## src/rtl/led_blink_sequencer.sv

```systemverilog
// Purpose : sequenced LED blinker; N blinks of programmable on/off length, optional gap and repeat.
// Latency : outputs registered; an accepted start lights the LED on the next cycle.
// Backpr. : start is a one-cycle command taken only in IDLE; while busy, start is ignored and stop aborts.
//
// Ports:
//   sys_clk, sys_rst_n  - clock and synchronous active-low reset
//   start, stop         - command pulses (start honoured in IDLE, stop honoured when busy)
//   blink_num, on_ticks, off_ticks, gap_ticks, repeat_en - sequence config, latched on accepted start
//   busy, done, led_out - status and LED drive (all registered)
//   done_cnt            - completed-pass counter, present only when DONE_CNT_EN is defined
//
// Optional feature macro: DONE_CNT_EN

module led_blink_sequencer #(
    parameter int unsigned      CNT_W   = 25,
    parameter logic [CNT_W-1:0] CNT_MAX = CNT_W'(24_999_999),
    parameter int unsigned      NUM_W   = 4
) (
    input  logic             sys_clk,
    input  logic             sys_rst_n,
    input  logic             start,
    input  logic             stop,
    input  logic [NUM_W-1:0] blink_num,
    input  logic [NUM_W-1:0] on_ticks,
    input  logic [NUM_W-1:0] off_ticks,
    input  logic [NUM_W-1:0] gap_ticks,
    input  logic             repeat_en,
    output logic             busy,
    output logic             done,
    output logic             led_out
`ifdef DONE_CNT_EN
    ,
    output logic [7:0]       done_cnt
`endif
);

    typedef enum logic [1:0] {
        S_IDLE = 2'd0,
        S_ON   = 2'd1,
        S_OFF  = 2'd2,
        S_GAP  = 2'd3
    } state_t;

    state_t state;
    state_t state_nxt;

    logic [CNT_W-1:0] prescaler;
    logic [NUM_W-1:0] tick_cnt;
    logic [NUM_W-1:0] blink_cnt;

    // Configuration captured on an accepted start; stable for the whole sequence.
    logic [NUM_W-1:0] cfg_num;
    logic [NUM_W-1:0] cfg_on;
    logic [NUM_W-1:0] cfg_off;
    logic [NUM_W-1:0] cfg_gap;
    logic             cfg_rep;

    logic             tick;
    logic [NUM_W-1:0] cur_len;
    logic [NUM_W-1:0] len_eff;
    logic             state_exit;
    logic [NUM_W:0]   blink_next;
    logic             start_ok;
    logic             pass_end;
    logic             done_nxt;
    logic             led_nxt;
    logic             busy_nxt;
    logic             state_entry;

    // ------------------------------------------------------------------
    // Timing helpers
    // ------------------------------------------------------------------
    assign tick = (prescaler == CNT_MAX);

    always_comb begin
        cur_len = NUM_W'(1);
        case (state)
            S_ON:    cur_len = cfg_on;
            S_OFF:   cur_len = cfg_off;
            S_GAP:   cur_len = cfg_gap;
            default: cur_len = NUM_W'(1);
        endcase
    end

    // A programmed length of zero behaves as one tick so the state is never skipped.
    assign len_eff    = (cur_len == '0) ? NUM_W'(1) : cur_len;
    assign state_exit = tick && (tick_cnt == (len_eff - NUM_W'(1)));

    // One extra bit so the comparison against cfg_num cannot wrap.
    assign blink_next = {1'b0, blink_cnt} + (NUM_W + 1)'(1);

    // ------------------------------------------------------------------
    // State register
    // ------------------------------------------------------------------
    always_ff @(posedge sys_clk) begin
        if (!sys_rst_n) begin
            state <= S_IDLE;
        end else begin
            state <= state_nxt;
        end
    end

    // ------------------------------------------------------------------
    // Next-state logic
    // ------------------------------------------------------------------
    always_comb begin
        state_nxt = state;
        start_ok  = 1'b0;
        pass_end  = 1'b0;
        done_nxt  = 1'b0;

        case (state)
            S_IDLE: begin
                // start beats a simultaneous stop here because stop has no meaning in IDLE.
                if (start) begin
                    if (blink_num != '0) begin
                        state_nxt = S_ON;
                        start_ok  = 1'b1;
                    end else begin
                        done_nxt  = 1'b1;
                    end
                end
            end
            S_ON: begin
                if (state_exit) begin
                    state_nxt = S_OFF;
                end
            end
            S_OFF: begin
                if (state_exit) begin
                    if (blink_next < {1'b0, cfg_num}) begin
                        state_nxt = S_ON;
                    end else begin
                        pass_end = 1'b1;
                        if (cfg_rep) begin
                            state_nxt = S_GAP;
                        end else begin
                            state_nxt = S_IDLE;
                            done_nxt  = 1'b1;
                        end
                    end
                end
            end
            S_GAP: begin
                if (state_exit) begin
                    state_nxt = S_ON;
                end
            end
            default: begin
                state_nxt = S_IDLE;
            end
        endcase

        // Abort overrides everything, including a pass finishing on this same tick.
        if ((state != S_IDLE) && stop) begin
            state_nxt = S_IDLE;
            pass_end  = 1'b0;
            done_nxt  = 1'b0;
        end
    end

    // ------------------------------------------------------------------
    // Output logic (values registered below, derived from the next state)
    // ------------------------------------------------------------------
    always_comb begin
        led_nxt  = (state_nxt == S_ON);
        busy_nxt = (state_nxt != S_IDLE);
    end

    always_ff @(posedge sys_clk) begin
        if (!sys_rst_n) begin
            led_out <= 1'b0;
            busy    <= 1'b0;
            done    <= 1'b0;
        end else begin
            led_out <= led_nxt;
            busy    <= busy_nxt;
            done    <= done_nxt;
        end
    end

    // ------------------------------------------------------------------
    // Prescaler and per-state tick counter
    // ------------------------------------------------------------------
    // Entering a state restarts its timing so every state lasts a whole number of ticks.
    assign state_entry = (state_nxt != state);

    always_ff @(posedge sys_clk) begin
        if (!sys_rst_n) begin
            prescaler <= '0;
            tick_cnt  <= '0;
        end else if ((state_nxt == S_IDLE) || state_entry) begin
            prescaler <= '0;
            tick_cnt  <= '0;
        end else if (tick) begin
            prescaler <= '0;
            tick_cnt  <= tick_cnt + NUM_W'(1);
        end else begin
            prescaler <= prescaler + CNT_W'(1);
        end
    end

    // ------------------------------------------------------------------
    // Blink counter and configuration latch
    // ------------------------------------------------------------------
    always_ff @(posedge sys_clk) begin
        if (!sys_rst_n) begin
            blink_cnt <= '0;
        end else if ((state_nxt == S_IDLE) || start_ok) begin
            blink_cnt <= '0;
        end else if ((state == S_OFF) && state_exit) begin
            blink_cnt <= pass_end ? '0 : blink_next[NUM_W-1:0];
        end
    end

    always_ff @(posedge sys_clk) begin
        if (!sys_rst_n) begin
            cfg_num <= '0;
            cfg_on  <= '0;
            cfg_off <= '0;
            cfg_gap <= '0;
            cfg_rep <= 1'b0;
        end else if (start_ok) begin
            cfg_num <= blink_num;
            cfg_on  <= on_ticks;
            cfg_off <= off_ticks;
            cfg_gap <= gap_ticks;
            cfg_rep <= repeat_en;
        end
    end

`ifdef DONE_CNT_EN
    // ------------------------------------------------------------------
    // Completed-pass counter: counts repeat passes too, saturates at 255.
    // ------------------------------------------------------------------
    always_ff @(posedge sys_clk) begin
        if (!sys_rst_n) begin
            done_cnt <= 8'd0;
        end else if (pass_end && (done_cnt != 8'hFF)) begin
            done_cnt <= done_cnt + 8'd1;
        end
    end
`endif

endmodule

```

## config.mk

```make
export PLATFORM = sky130hd
export DESIGN_NAME = led_blink_sequencer
export DESIGN_NICKNAME = d
export VERILOG_FILES = /design/src/rtl/led_blink_sequencer.sv
export SDC_FILE = /design/constraint.sdc
export NUM_CORES = 1
export LEC_CHECK = 0
export BUFFER_PORTS_ARGS = -buffer_cell sky130_fd_sc_hd__buf_2
export CORE_ASPECT_RATIO = 1.5
export CORE_MARGIN = 5
export CORE_UTILIZATION = 30
export CTS_CLUSTER_DIAMETER = 200
export CTS_CLUSTER_SIZE = 14
export DETAILED_ROUTE_END_ITERATION = 16
export PLACE_DENSITY_LB_ADDON = 0.25
export SYNTH_ARGS = -nofsm -noshare
export SYNTH_HDL_FRONTEND = slang
export SYNTH_SLANG_ARGS = --single-unit
```

## constraint.sdc

```tcl
create_clock -name sys_clk -period 5.7 [get_ports sys_clk]
set_input_delay 0.285 -clock sys_clk [delete_from_list [all_inputs] [get_ports sys_clk]]
set_output_delay 0.285 -clock sys_clk [all_outputs]
set_load 0.005 [all_outputs]
```

### After elaboration in Yosys (flattened, before gate mapping)

Index checks and enable logic that the tools add are counted.

| word-level totals | value |
|---|---|
| register bits after elaboration | 55 |
| logic and storage cells | 65 |

| cells by class | value |
|---|---|
| $add $sub $neg | 4 |
| magnitude comparators | 1 |
| equal/unequal tests | 7 |
| multiplexer cells | 25 |
| bitwise operators | 1 |
| reductions and logical operators | 15 |

Operator list:

| operator | count |
|---|---|
| 25-bit by 1-bit adder with 25-bit output, second input constant | 1 |
| 25-bit equality test, second input constant | 1 |
| 2-bit two-way mux | 8 |
| 1-bit two-way mux | 12 |
| 4-bit case mux with 3 select lines | 1 |
| 4-bit two-way mux | 2 |
| 2-bit case mux with 4 select lines | 1 |
| 2-bit OR reduction | 3 |
| 4-bit by 1-bit adder with 5-bit output, second input constant | 1 |
| 5-bit by 4-bit < comparator with 1-bit output | 1 |
| 4-bit by 1-bit adder with 4-bit output, second input constant | 1 |
| 2-bit by 1-bit equality test with 1-bit output, second input constant | 2 |
| 2-bit equality test, second input constant | 2 |
| 4-bit equality test | 1 |
| 2-bit zero test | 2 |
| 4-bit zero test | 1 |
| 2-bit nonzero test | 2 |
| 4-bit nonzero test | 1 |
| 4-bit by 1-bit subtractor with 4-bit output, second input constant | 1 |
| 1-bit logical AND | 3 |
| 3-bit OR reduction | 1 |
| 1-bit logical OR | 2 |
| 2-bit != test | 1 |
| 1-bit case mux with 2 select lines | 1 |
| 1-bit NOT | 1 |

### Depth between registers and ports, before layout

Gate-level depths: netlist of run 1.

| logic depth | value |
|---|---|
| depth in word-level cells | 13 |
| depth in mapped cells | 13 |
| mapped depth without buffers | 11 |

### Worst setup path before layout of run 1

OpenSTA, ideal clock, no wires.

| timing path | value |
|---|---|
| path kind | register to register |
| from | reg state[0] |
| to | reg blink_cnt[0] |
| data arrival time | 2.786 ns |
| slack | 2.828 ns |
| stages on the path, launching flop included | 13 |
| path buffers | 1 |
| period minus slack after synthesis | 2.872 ns |
| path through | dfxtp_1 > nand2b_1 > a2bb2oi_1 > a31oi_1 > ha_1 > xor2_1 > xnor2_1 > nor3_2 > o21ai_2 > or2_0 > buf_2 > or3_1 > a221oi_2 |

| on the way | value |
|---|---|
| word-level cells in the longest chain between the ends | 13 |

RTL lines:

| item | RTL line | RTL |
|---|---|---|
| start, declared | 44 | `state_t state;` |
| start signal, assigned | 99 | `state <= state_nxt;` |
| 2-bit equality test (tied with other cells) | 77, 112 |  |
| 4-bit case mux with 3 select lines | 77 | `case (state)` |
| 4-bit zero test | 86 | `assign len_eff = (cur_len == '0) ? NUM_W'(1) : cur_len;` |
| 4-bit two-way mux | 86 |  |
| 4-bit by 1-bit subtractor with 4-bit output | 87 | `assign state_exit = tick && (tick_cnt == (len_eff - NUM_W'(1)));` |
| 4-bit equality test | 87 |  |
| 1-bit logical AND | 87 |  |
| 2-bit two-way mux (on tied branches) | 145, 125, 130 |  |
| 2-bit case mux with 4 select lines | 112 | `case (state)` |
| 2-bit two-way mux | 155 | `if ((state != S_IDLE) && stop) begin` |
| 2-bit zero test | 209 | `end else if ((state_nxt == S_IDLE) \|\| start_ok) begin` |
| 1-bit logical OR | 209 |  |
| 2-bit OR reduction (no line) | - |  |
| end signal, assigned | 212 | `blink_cnt <= pass_end ? '0 : blink_next[NUM_W-1:0];` |
| end, declared | 49 | `logic [NUM_W-1:0] blink_cnt;` |

Several ways; a longest one is shown, not always the timed one.
A chain may end at the register's enable or synchronous reset.

### Worst setup path in the final report of run 1

Ends and elaborated chain as after synthesis.

==> results of run 1 <==
==> layout by cell type (no fill, tap or decap), types with 3 or more instances in the layout <==
master,count
xnor2_1,15
dfxtp_1,55
and3_1,7
mux2_2,3
xor2_1,15
buf_2,23
nor3b_1,3
a21oi_1,5
inv_1,10
nor2b_1,3
a211oi_1,4
nand4_1,4
o21ai_0,3
a21boi_0,17
o21a_1,4
nor4_1,4
nor2_1,43
nand3_1,16
clkbuf_16,5
nand2_1,47
ha_1,7
nor3_1,3
nor4b_1,4
or3_1,3
==> registers in the layout, summed over array words and instances (netlist names) <==
| register | flops |
|---|---|
| prescaler | 25 |
| blink_cnt | 4 |
| cfg_gap | 4 |
| cfg_num | 4 |
| cfg_off | 4 |
| cfg_on | 4 |
| tick_cnt | 4 |
| state | 2 |
| busy | 1 |
| cfg_rep | 1 |
| done | 1 |
| led_out | 1 |
==> cell families (layout without fill, tap and decap cells) <==
group	Yosys count	count (layout)	synth area share, %
AOI/OAI and AO/OA	50	50	14.7
xor gates and xnor gates	30	30	9.68
adders and majority gates	7	7	3.23
buffers and inverters	23	41	3.50
DFF	55	55	40.6
muxes	5	5	1.98
and+or+nand+nor	149	149	26.4
==> worst max-delay path, delay by kind of cell (launching register included) <==
family / cells / cell delay, ns
AND/OR/NAND/NOR: 4 / 1.21
AO/OA/AOI/OAI: 4 / 0.84
XOR/XNOR: 2 / 0.31
adder cells (fa/ha/maj): 1 / 0.22
flip-flops: 1 / 0.70
==> stage by stage <==
stage | power (mW) | utilization [%] | cell area, um2
3_5_place_dp | 0.483 | 33.0 | 2920
4_1_cts | 0.828 | 34.9 | 3080
6_report | 0.815 | 34.9 | 3080
2_1_floorplan | 0.459 | - | 2720
5_1_grt | 0.852 | 34.9 | 3080
3_3_place_gp | 0.481 | 33.0 | 2920
==> cell type report <==
class | instances | area, um2 | share of cell area [%]
clock buffers | 5 | 125 | 4.06
multi-input cells | 241 | 1520 | 49.3
clock inverters | 2 | 37.5 | 1.22
repair buffers | 24 | 123 | 3.98
inverters | 10 | 37.5 | 1.22
well taps | 110 | 138 | 4.47
flip-flops and latches | 55 | 1100 | 35.7
==> cell usage after synthesis, types with 2 or more instances <==
library cell | n | share of area, %
nor4b_1 | 4 | 1.3
mux2i_1 | 2 | 0.74
nand4_1 | 4 | 0.92
a21boi_0 | 17 | 4.7
and3_1 | 7 | 1.6
nor2b_1 | 3 | 0.69
inv_1 | 10 | 1.4
o21a_1 | 4 | 1.1
o21ai_0 | 3 | 0.55
a22oi_2 | 2 | 0.92
nor3_1 | 3 | 0.55
mux2_2 | 3 | 1.2
nor4_1 | 4 | 0.92
nand3_1 | 16 | 2.9
buf_1 | 2 | 0.28
a211oi_1 | 4 | 1.1
ha_1 | 7 | 3.2
clkbuf_1 | 9 | 1.2
xor2_1 | 15 | 4.8
nor2_1 | 43 | 5.9
or3_1 | 3 | 0.69
dfxtp_1 | 55 | 41
a2bb2oi_1 | 2 | 0.65
nor3b_1 | 3 | 0.83
nand2_1 | 47 | 6.5
and2_1 | 2 | 0.46
a21oi_1 | 5 | 0.92
xnor2_1 | 15 | 4.8
==> metal layers <==
metal	part of all wire (%)	wire length (um)	global-route usage [%]
met1	46	2540	12.4
met3	3.4	187	1.62
met2	49	2680	18.4
met5	0	0	0
met4	1.5	81	4.88
==> power by group through the flow <==
stage	clock [mW]	combinational, mW	sequential (mW)
2_1_floorplan	0	0.0480	0.411
3_3_place_gp	0	0.0660	0.415
3_5_place_dp	0	0.0667	0.416
4_1_cts	0.354	0.0670	0.407
5_1_grt	0.366	0.0768	0.408
6_report	0.342	0.0656	0.407
==> final timing paths <==
kind | start | to | slack, ns | cells after the start
setup / recovery | state[0]$_SDFF_PN0_ | blink_cnt[0]$_SDFFE_PP0P_ | 2.34 | 11
hold / removal | gap_ticks[3] | cfg_gap[3]$_SDFFE_PN0P_ | 0.24 | 3
setup reg to reg | state[0]$_SDFF_PN0_ | blink_cnt[0]$_SDFFE_PP0P_ | 2.34 | 11
hold reg to reg | cfg_gap[1]$_SDFFE_PN0P_ | cfg_gap[1]$_SDFFE_PN0P_ | 0.46 | 2
==> flow_summary.ini, run 1 <==
[synthesis]
syn-cell-area_um2 = 2720
syn_avg_cell_area_um2 = 8.51
synth_top_flop_cell = dfxtp_1
ys_warn_count = 0
ys_types = 53
syn_inst = 319
synth_seq_area_share_pct = 40.6
syn-num-nets = 347
async_flop_share_pct = 0
synth_edf_count = 0
ys_ff_latch = 55

[clock_network]
clk_path_buf_depth = 2
ctsResizeCount = 0
cts-buffers-inserted = 5
htree_num_levels = 2
ctsHoldBuffers = 0
cts_root_buf = clkbuf_16
clkTransAtPathRegs_ns = 0.07
clock_sinks = 55
cts_setup_buffers = 0
cts_tree = built
clk-insertion-delay-late_ns = 0.29

[power_and_ir_drop]
power.density_nw_per_um2 = 265
power_switching_share_pct = 22.9
pwr-share-seq_pct = 49.9
pwr-share-clk_pct = 42.0
switching_power_uw = 187
leakagePower_nw = 1.09
p_int_uw = 628
peakVddDrop_mv = 0.146
p_comb_share_pct = 8.1

[setup_path]
cp-start-kind = register
critical_path_class = register to register
cp_cell_sequence = nand2b_1, a2bb2oi_1, a31oi_1, ha_1, xor2_1, xnor2_1, nor3_2, o21ai_2, or2_0, or3_1, a221oi_2
end_kind = register
crit_arrival_ns = 3.57
crit_required_ns = 5.91
slowest_delay_ns = 0.70
critPathMaxFanout = 16
crit_slowest_cell = dfxtp_1

[timing]
period_share_pct = 58.9
finalCriticalPeriod_ns = 3.36
max_slew.worst_pin.slew_ns = 0.792
finalSetupViolations = 0
clock_skew_ns = 0.00661
hold_viol = 0
slew_viol_final = 0
max_freq_mhz = 298
rsz0062_at_grt = false
fin_setup_tns_ns = 0
relSlewSlack_pct = 46.9
setup_ws_ns = 2.34
fin_hold_ws_ns = 0.236

[place]
place_ws_ns = 2.35
port_buffers = 23
place.gp.congestion = 0.774
place_hpwl_mm = 4.12
dp_cells = 440

[hold_path]
hold_class = input port to register

[floorplanning]
die_h_um = 127
initial_utilization_pct = 30.8
io_pins = 24
placementRows = 42
die-area_um2 = 11100
core_area_um2 = 8830
die_w_um = 87.7

[drt]
drt_drc_violations_left = 0
finalWirelength_mm = 5.48
dr.pass1.iters = 4
via_per_inst = 4.79
vias = 2142
wl_per_cell_um = 12.3
antenna_left = 0
drt-initial-drc-count = 46

[layout]
instances_no_fill = 447
area_delta_synth_final_pct = 13.5
drive_above_1_share_pct = 12.5
antennaDiodeCount = 0
fillCellCount = 940
fin_nets = 365

[global_routing]
antenna_found_initial = 0
grt_pass1_wl_mm = 9.61
grt_max_degree = 21
grt-ovfl-total = 0
grt_pass1_vias = 2176
grt.total_usage_pct = 10.6

[run_status]
status = finished, final reports clean

[job]
cap_violations = 0
Power figures use the tool's default switching activity.
==> run 2: changes to the inputs <==
- ABC_AREA: not set -> 1
- clock period: 5.7 -> 3.1 ns (I/O delays scaled with it)
==> run 2 against run 1 <==
- clock skew is 0.0028 ns higher
- wire length up 20%
- via count is 17% higher
- flip-flop and latch count did not move
- first-iteration DRC count is 63% higher
- sequential share of layout area fell by 4.6 points
- largest cell class unchanged
==> flow_summary.ini, run 2 <==
[run_status]
status = finished, final reports clean

[clock_network]
clock_sinks = 55
clk_path_buf_depth = 2
clkTransAtPathRegs_ns = 0.07
htree_num_levels = 2
cts-buffers-inserted = 5
clk-insertion-delay-late_ns = 0.30
cts_root_buf = clkbuf_16
cts_tree = built
ctsHoldBuffers = 0

[setup_path]
cp-start-kind = register
critPathMaxFanout = 11
cp_top_family = simple AND/OR/NAND/NOR gates
crit_required_ns = 3.33
cp_cell_sequence = buf_6, nand3_2, nand2_2, nor2_4, nand3_2, nand2_2, inv_1, ha_1, xor2_1, inv_1, nor3_2, nand3_1, nor2_2, nand2_1, nand2_1, nand2_2, nand2_4, nand2_1, nand2_2, nand4_4, clkbuf_16, nor2_2
slowest_delay_ns = 0.34
cp_num_buf_inv = 4
crit_slowest_cell = dfxtp_2
end_kind = register
worst_path_most_repeated_cell = nand2_2
critical_path_class = register to register
crit_arrival_ns = 3.18

[timing]
hold_viol = 0
period_share_pct = 95.2
setup_ws_ns = 0.149
max_freq_mhz = 339
finalCriticalPeriod_ns = 2.95
fin_hold_ws_ns = 0.0798
slew_viol_final = 0
clock_skew_ns = 0.00938
finalSetupViolations = 0
max_slew.worst_pin.slew_ns = 0.746
relSlewSlack_pct = 50.2

[power_and_ir_drop]
power.density_nw_per_um2 = 467
pwr-share-seq_pct = 45.1
leakagePower_nw = 1.39
pwr-share-clk_pct = 43.7
p_comb_share_pct = 11.1
p_int_mw = 1.27
peakVddDrop_mv = 0.260
power_switching_share_pct = 23.4
switching_power_uw = 388

[global_routing]
grt_max_degree = 27
grt_pass1_wl_mm = 10.9
grt-ovfl-total = 0
grt.total_usage_pct = 11.2
antenna_found_initial = 0
grt_pass1_vias = 2465

[floorplanning]
die-area_um2 = 11900
io_pins = 24
initial_utilization_pct = 30.3
placementRows = 44
core_area_um2 = 9630
die_h_um = 131
die_w_um = 90.6

[layout]
drive_above_1_share_pct = 24.9
largest_reg_flops = 25
regMostFlops = prescaler
layout_common_cells = nand2_1 (53), dfxtp_1 (53), inv_1 (51), nor2_1 (48), nand3_1 (30)
fin_nets = 460
antennaDiodeCount = 0
area_delta_synth_final_pct = 21.5

[synthesis]
yosysTopAreaCell = dfxtp_1
ys_ff_latch = 55
yosysTopAreaCellShare_pct = 37.7
synth_edf_count = 0
syn-cell-area_um2 = 2920
syn_avg_cell_area_um2 = 7.31
netlist_top_cells_count = nand2_1 (57), dfxtp_1 (55), nor2_1 (52), inv_1 (51), nand3_1 (37)
async_flop_share_pct = 0
syn_inst = 400
synth_most_common_cell = nand2_1
synth_top_flop_cell = dfxtp_1
syn-num-nets = 428
synth_seq_area_share_pct = 37.7
ys_warn_count = 0
synth_area_leaders = dfxtp_1 (38%), nand2_1 (7.3%), nor2_1 (6.7%), inv_1 (6.5%), nand3_1 (6.3%)
ys_types = 33

[place]
place_hpwl_mm = 4.63
place.gp.congestion = 0.839
place_ws_ns = 0.00960
port_buffers = 23

[drt]
finalWirelength_mm = 6.55
drt_drc_violations_left = 0
antenna_left = 0
wl_per_cell_um = 12.0
drt-initial-drc-count = 75
via_per_inst = 4.58
dr.pass1.iters = 4
vias = 2508

[job]
cap_violations = 0

[hold_path]
hold_class = input port to register
## run 2: cell count changes in the layout (fill, tap and decap cells not counted), moves of 7 or more
cell,change
o21ai_0,+17
inv_1,+41
a21boi_0,-16
nand3_1,+14
a21oi_1,+7
nand2_2,+9
nor2_2,+28
nand3_2,+10
## run 2: area by class of cell
type | count | area [um2]
clock buffer | 6 | 129
inverter | 56 | 213
sequential | 55 | 1110
clock inverter | 2 | 60.1
multi-input combinational | 279 | 1640
timing repair buffer | 35 | 260
fill | 1016 | 6080
tap | 115 | 144
## run 2: what timing repair did
item                                    in CTS  in global routing
setup buffers                                0                  6
cloned                                       0                  3
pin swaps                                    0                 11
gates resized for setup                      1                 26
endpoints found under the setup margin       7                 33
## run 2: worst register-to-register path, stage by stage (launching register included)
cell,delay (ns)
dfxtp_2,0.34
buf_6,0.14
nand3_2,0.09
nand2_2,0.08
nor2_4,0.14
nand3_2,0.11
nand2_2,0.10
inv_1,0.04
ha_1,0.29
xor2_1,0.17
inv_1,0.07
nor3_2,0.10
nand3_1,0.10
nor2_2,0.16
nand2_1,0.07
nand2_1,0.07
nand2_2,0.07
nand2_4,0.14
nand2_1,0.07
nand2_2,0.10
nand4_4,0.16
clkbuf_16,0.23
nor2_2,0.08
## run 2: cell families (layout without fill, tap and decap cells)
kind of cell	Yosys count	in the layout	share of synthesized area, %
and+or+nand+nor	206	206	34.4
buffers and inverters	66	99	9.42
DFF	55	55	37.7
AOI/OAI and AO/OA	37	37	6.76
xor gates and xnor gates	28	28	8.39
adders and majority gates	7	7	3.00
muxes	1	1	0.342
## run 2: routing by layer
layer	global-route usage, %	vias up	routed length [um]
li1	-	1329	-
met1	12.2	1137	2730
met2	20.7	33	3450
met3	2.81	9	239
met4	4.56	0	128
met5	0	-	0
## run 2: per-stage QoR
step                total power, mW  cells  cell area [um2]  util, %  TNS, ns
finish                         1.66    548             3550     36.9        0
CTS                            1.64    539             3340     34.7        0
global placement              0.909    531             3150     32.7        0
detailed placement            0.911    531             3150     32.7        0
floorplan                     0.864    400             2920        -        0
global route                   1.73    548             3550     36.9    -1.42
## run 2: worst paths after layout
check / start / depth (start not counted) / slack, ns / end
setup / recovery: state[1]$_SDFF_PN0_ / 22 / 0.15 / prescaler[23]$_SDFF_PP0_
setup reg to reg: state[1]$_SDFF_PN0_ / 22 / 0.15 / prescaler[23]$_SDFF_PP0_
hold reg to reg: prescaler[0]$_SDFF_PP0_ / 1 / 0.45 / prescaler[0]$_SDFF_PP0_
hold / removal: off_ticks[3] / 3 / 0.08 / cfg_off[3]$_SDFFE_PN0P_
## run 2: power by group through the flow
stage               Clock [mW]  Combinational [mW]  Sequential (mW)
floorplan                    0               0.108            0.756
global placement             0               0.145            0.764
detailed placement           0               0.147            0.763
CTS                      0.746               0.148            0.747
global route             0.771               0.208            0.753
finish                   0.726               0.185            0.749
==> run 3: changes to the inputs <==
- ABC_AREA: 1 -> not set
- CAP_MARGIN: not set -> 20
==> run 3 against run 2 <==
- clock power is 10% lower
- combinational power is 26% lower
- sequential share of layout area is 3.4 points higher
- via count is 12% lower
- register-to-register slack better by 0.06 ns
- global-route usage is 0.55 points lower
- critical endpoint is now blink_cnt[0]$_SDFFE_PP0P_
==> flow_summary.ini, run 3 (synthesized netlist as in run 1, its figures left out) <==
[run_status]
status = finished, final reports clean

[place]
place_ws_ns = 0.0980
port_buffers = 23
place.gp.congestion = 0.777
dp_cells = 452
place_hpwl_mm = 4.15
dpl-instance-area_um2 = 3010

[timing]
finalSetupViolations = 0
rsz0062_at_grt = false
setup_ws_ns = 0.205
max_slew.worst_pin.slew_ns = 0.446
relSlewSlack_pct = 69.8
fin_setup_tns_ns = 0
fin_hold_ws_ns = 0.107
clock_skew_ns = 0.00759
period_share_pct = 93.4
max_freq_mhz = 345
slew_viol_final = 0
finalCriticalPeriod_ns = 2.90
hold_viol = 0

[clock_network]
clkTransAtPathRegs_ns = 0.07
cts-buffers-inserted = 5
cts_setup_buffers = 0
cts_tree = built
cts_root_buf = clkbuf_16
clock_sinks = 55
clk-insertion-delay-late_ns = 0.29
clk_path_buf_depth = 2
htree_num_levels = 2

[drt]
antenna_left = 0
vias = 2217
dr.pass1.iters = 4
drt-initial-drc-count = 42
wl_per_cell_um = 12.0
via_per_inst = 4.82
drt_drc_violations_left = 0
finalWirelength_mm = 5.50

[floorplanning]
die-area_um2 = 11100
initial_utilization_pct = 30.8
placementRows = 42
die_w_um = 87.7
io_pins = 24
core_area_um2 = 8830
die_h_um = 127

[layout]
fillCellCount = 930
fin_area_um2 = 3190
regMostFlops = prescaler
final_common_cell = dfxtp_1
antennaDiodeCount = 0
layout_common_cells = dfxtp_1 (54), nand2_1 (47), nor2_1 (43), buf_2 (23), a21boi_0 (17)
fin_nets = 377
drive_above_1_share_pct = 16.3
largest_reg_flops = 25
area_delta_synth_final_pct = 17.5
instances_no_fill = 460
final_core_util_pct = 36.1

[setup_path]
critical_path_class = register to register
crit_required_ns = 3.31
crit_arrival_ns = 3.11
rr_worst_depth = 11
critPathMaxFanout = 8
end_kind = register
cp-start-kind = register

[global_routing]
grt_pass1_vias = 2150
antenna_found_initial = 0
grt_pass1_wl_mm = 9.72
grt.total_usage_pct = 10.7
grt_max_degree = 21
grt-ovfl-total = 0

[hold_path]
hold_class = input port to register
hold-path-cell-count = 3

[power_and_ir_drop]
peakVddDrop_mv = 0.214
power_mw = 1.53
leakagePower_nw = 1.15
power.density_nw_per_um2 = 481

[job]
cap_violations = 0
## run 3: final cells by class
cell class / instances / area [um2] / share of cell area [%]
flip-flops and latches: 55 / 1100 / 34.6
repair buffers: 36 / 213 / 6.67
inverters: 10 / 37.5 / 1.18
well taps: 110 / 138 / 4.32
clock inverters: 2 / 35.0 / 1.10
multi-input cells: 241 / 1530 / 47.8
clock buffers: 6 / 139 / 4.35
## run 3: worst max-delay path, stage by stage, from the launching register on
cell and delay (ns):
dfxtp_2 0.42, mux2_2 0.37, a22oi_1 0.20, a31oi_1 0.12, ha_1 0.22, xor2_1 0.15
xnor2_1 0.15, nor3_2 0.20, o21ai_2 0.13, or2_0 0.25, or3_1 0.37, a221oi_2 0.23
## run 3: path summary, 6_finish.rpt
kind / to / slack [ns] / startpoint
worst max-delay path: blink_cnt[0]$_SDFFE_PP0P_ / 0.20 / state[1]$_SDFF_PN0_
worst min-delay path: cfg_gap[2]$_SDFFE_PN0P_ / 0.11 / gap_ticks[2]
worst max register to register: blink_cnt[0]$_SDFFE_PP0P_ / 0.20 / state[1]$_SDFF_PN0_
worst min register to register: prescaler[0]$_SDFF_PP0_ / 0.47 / prescaler[0]$_SDFF_PP0_
## run 3: power breakdown
group | internal [mW] | total (mW) | leakage [nW] | switching (mW)
sequential | 0.728 | 0.743 | 0.447 | 0.0148
combinational | 0.0600 | 0.137 | 0.618 | 0.0770
clock | 0.402 | 0.653 | 0.0868 | 0.251
## run 3: metal layers
metal,GRT usage [%],vias up,wire [um]
met4,3.79,0,84
met5,0,-,0
li1,-,1152,-
met3,2.47,8,224
met1,12.4,1034,2430
met2,18.7,23,2760
## run 3: what timing repair did
item,4_1_cts,5_1_grt
resized for setup,0,2
hold buffers,0,0
endpoints found under the setup margin,0,3
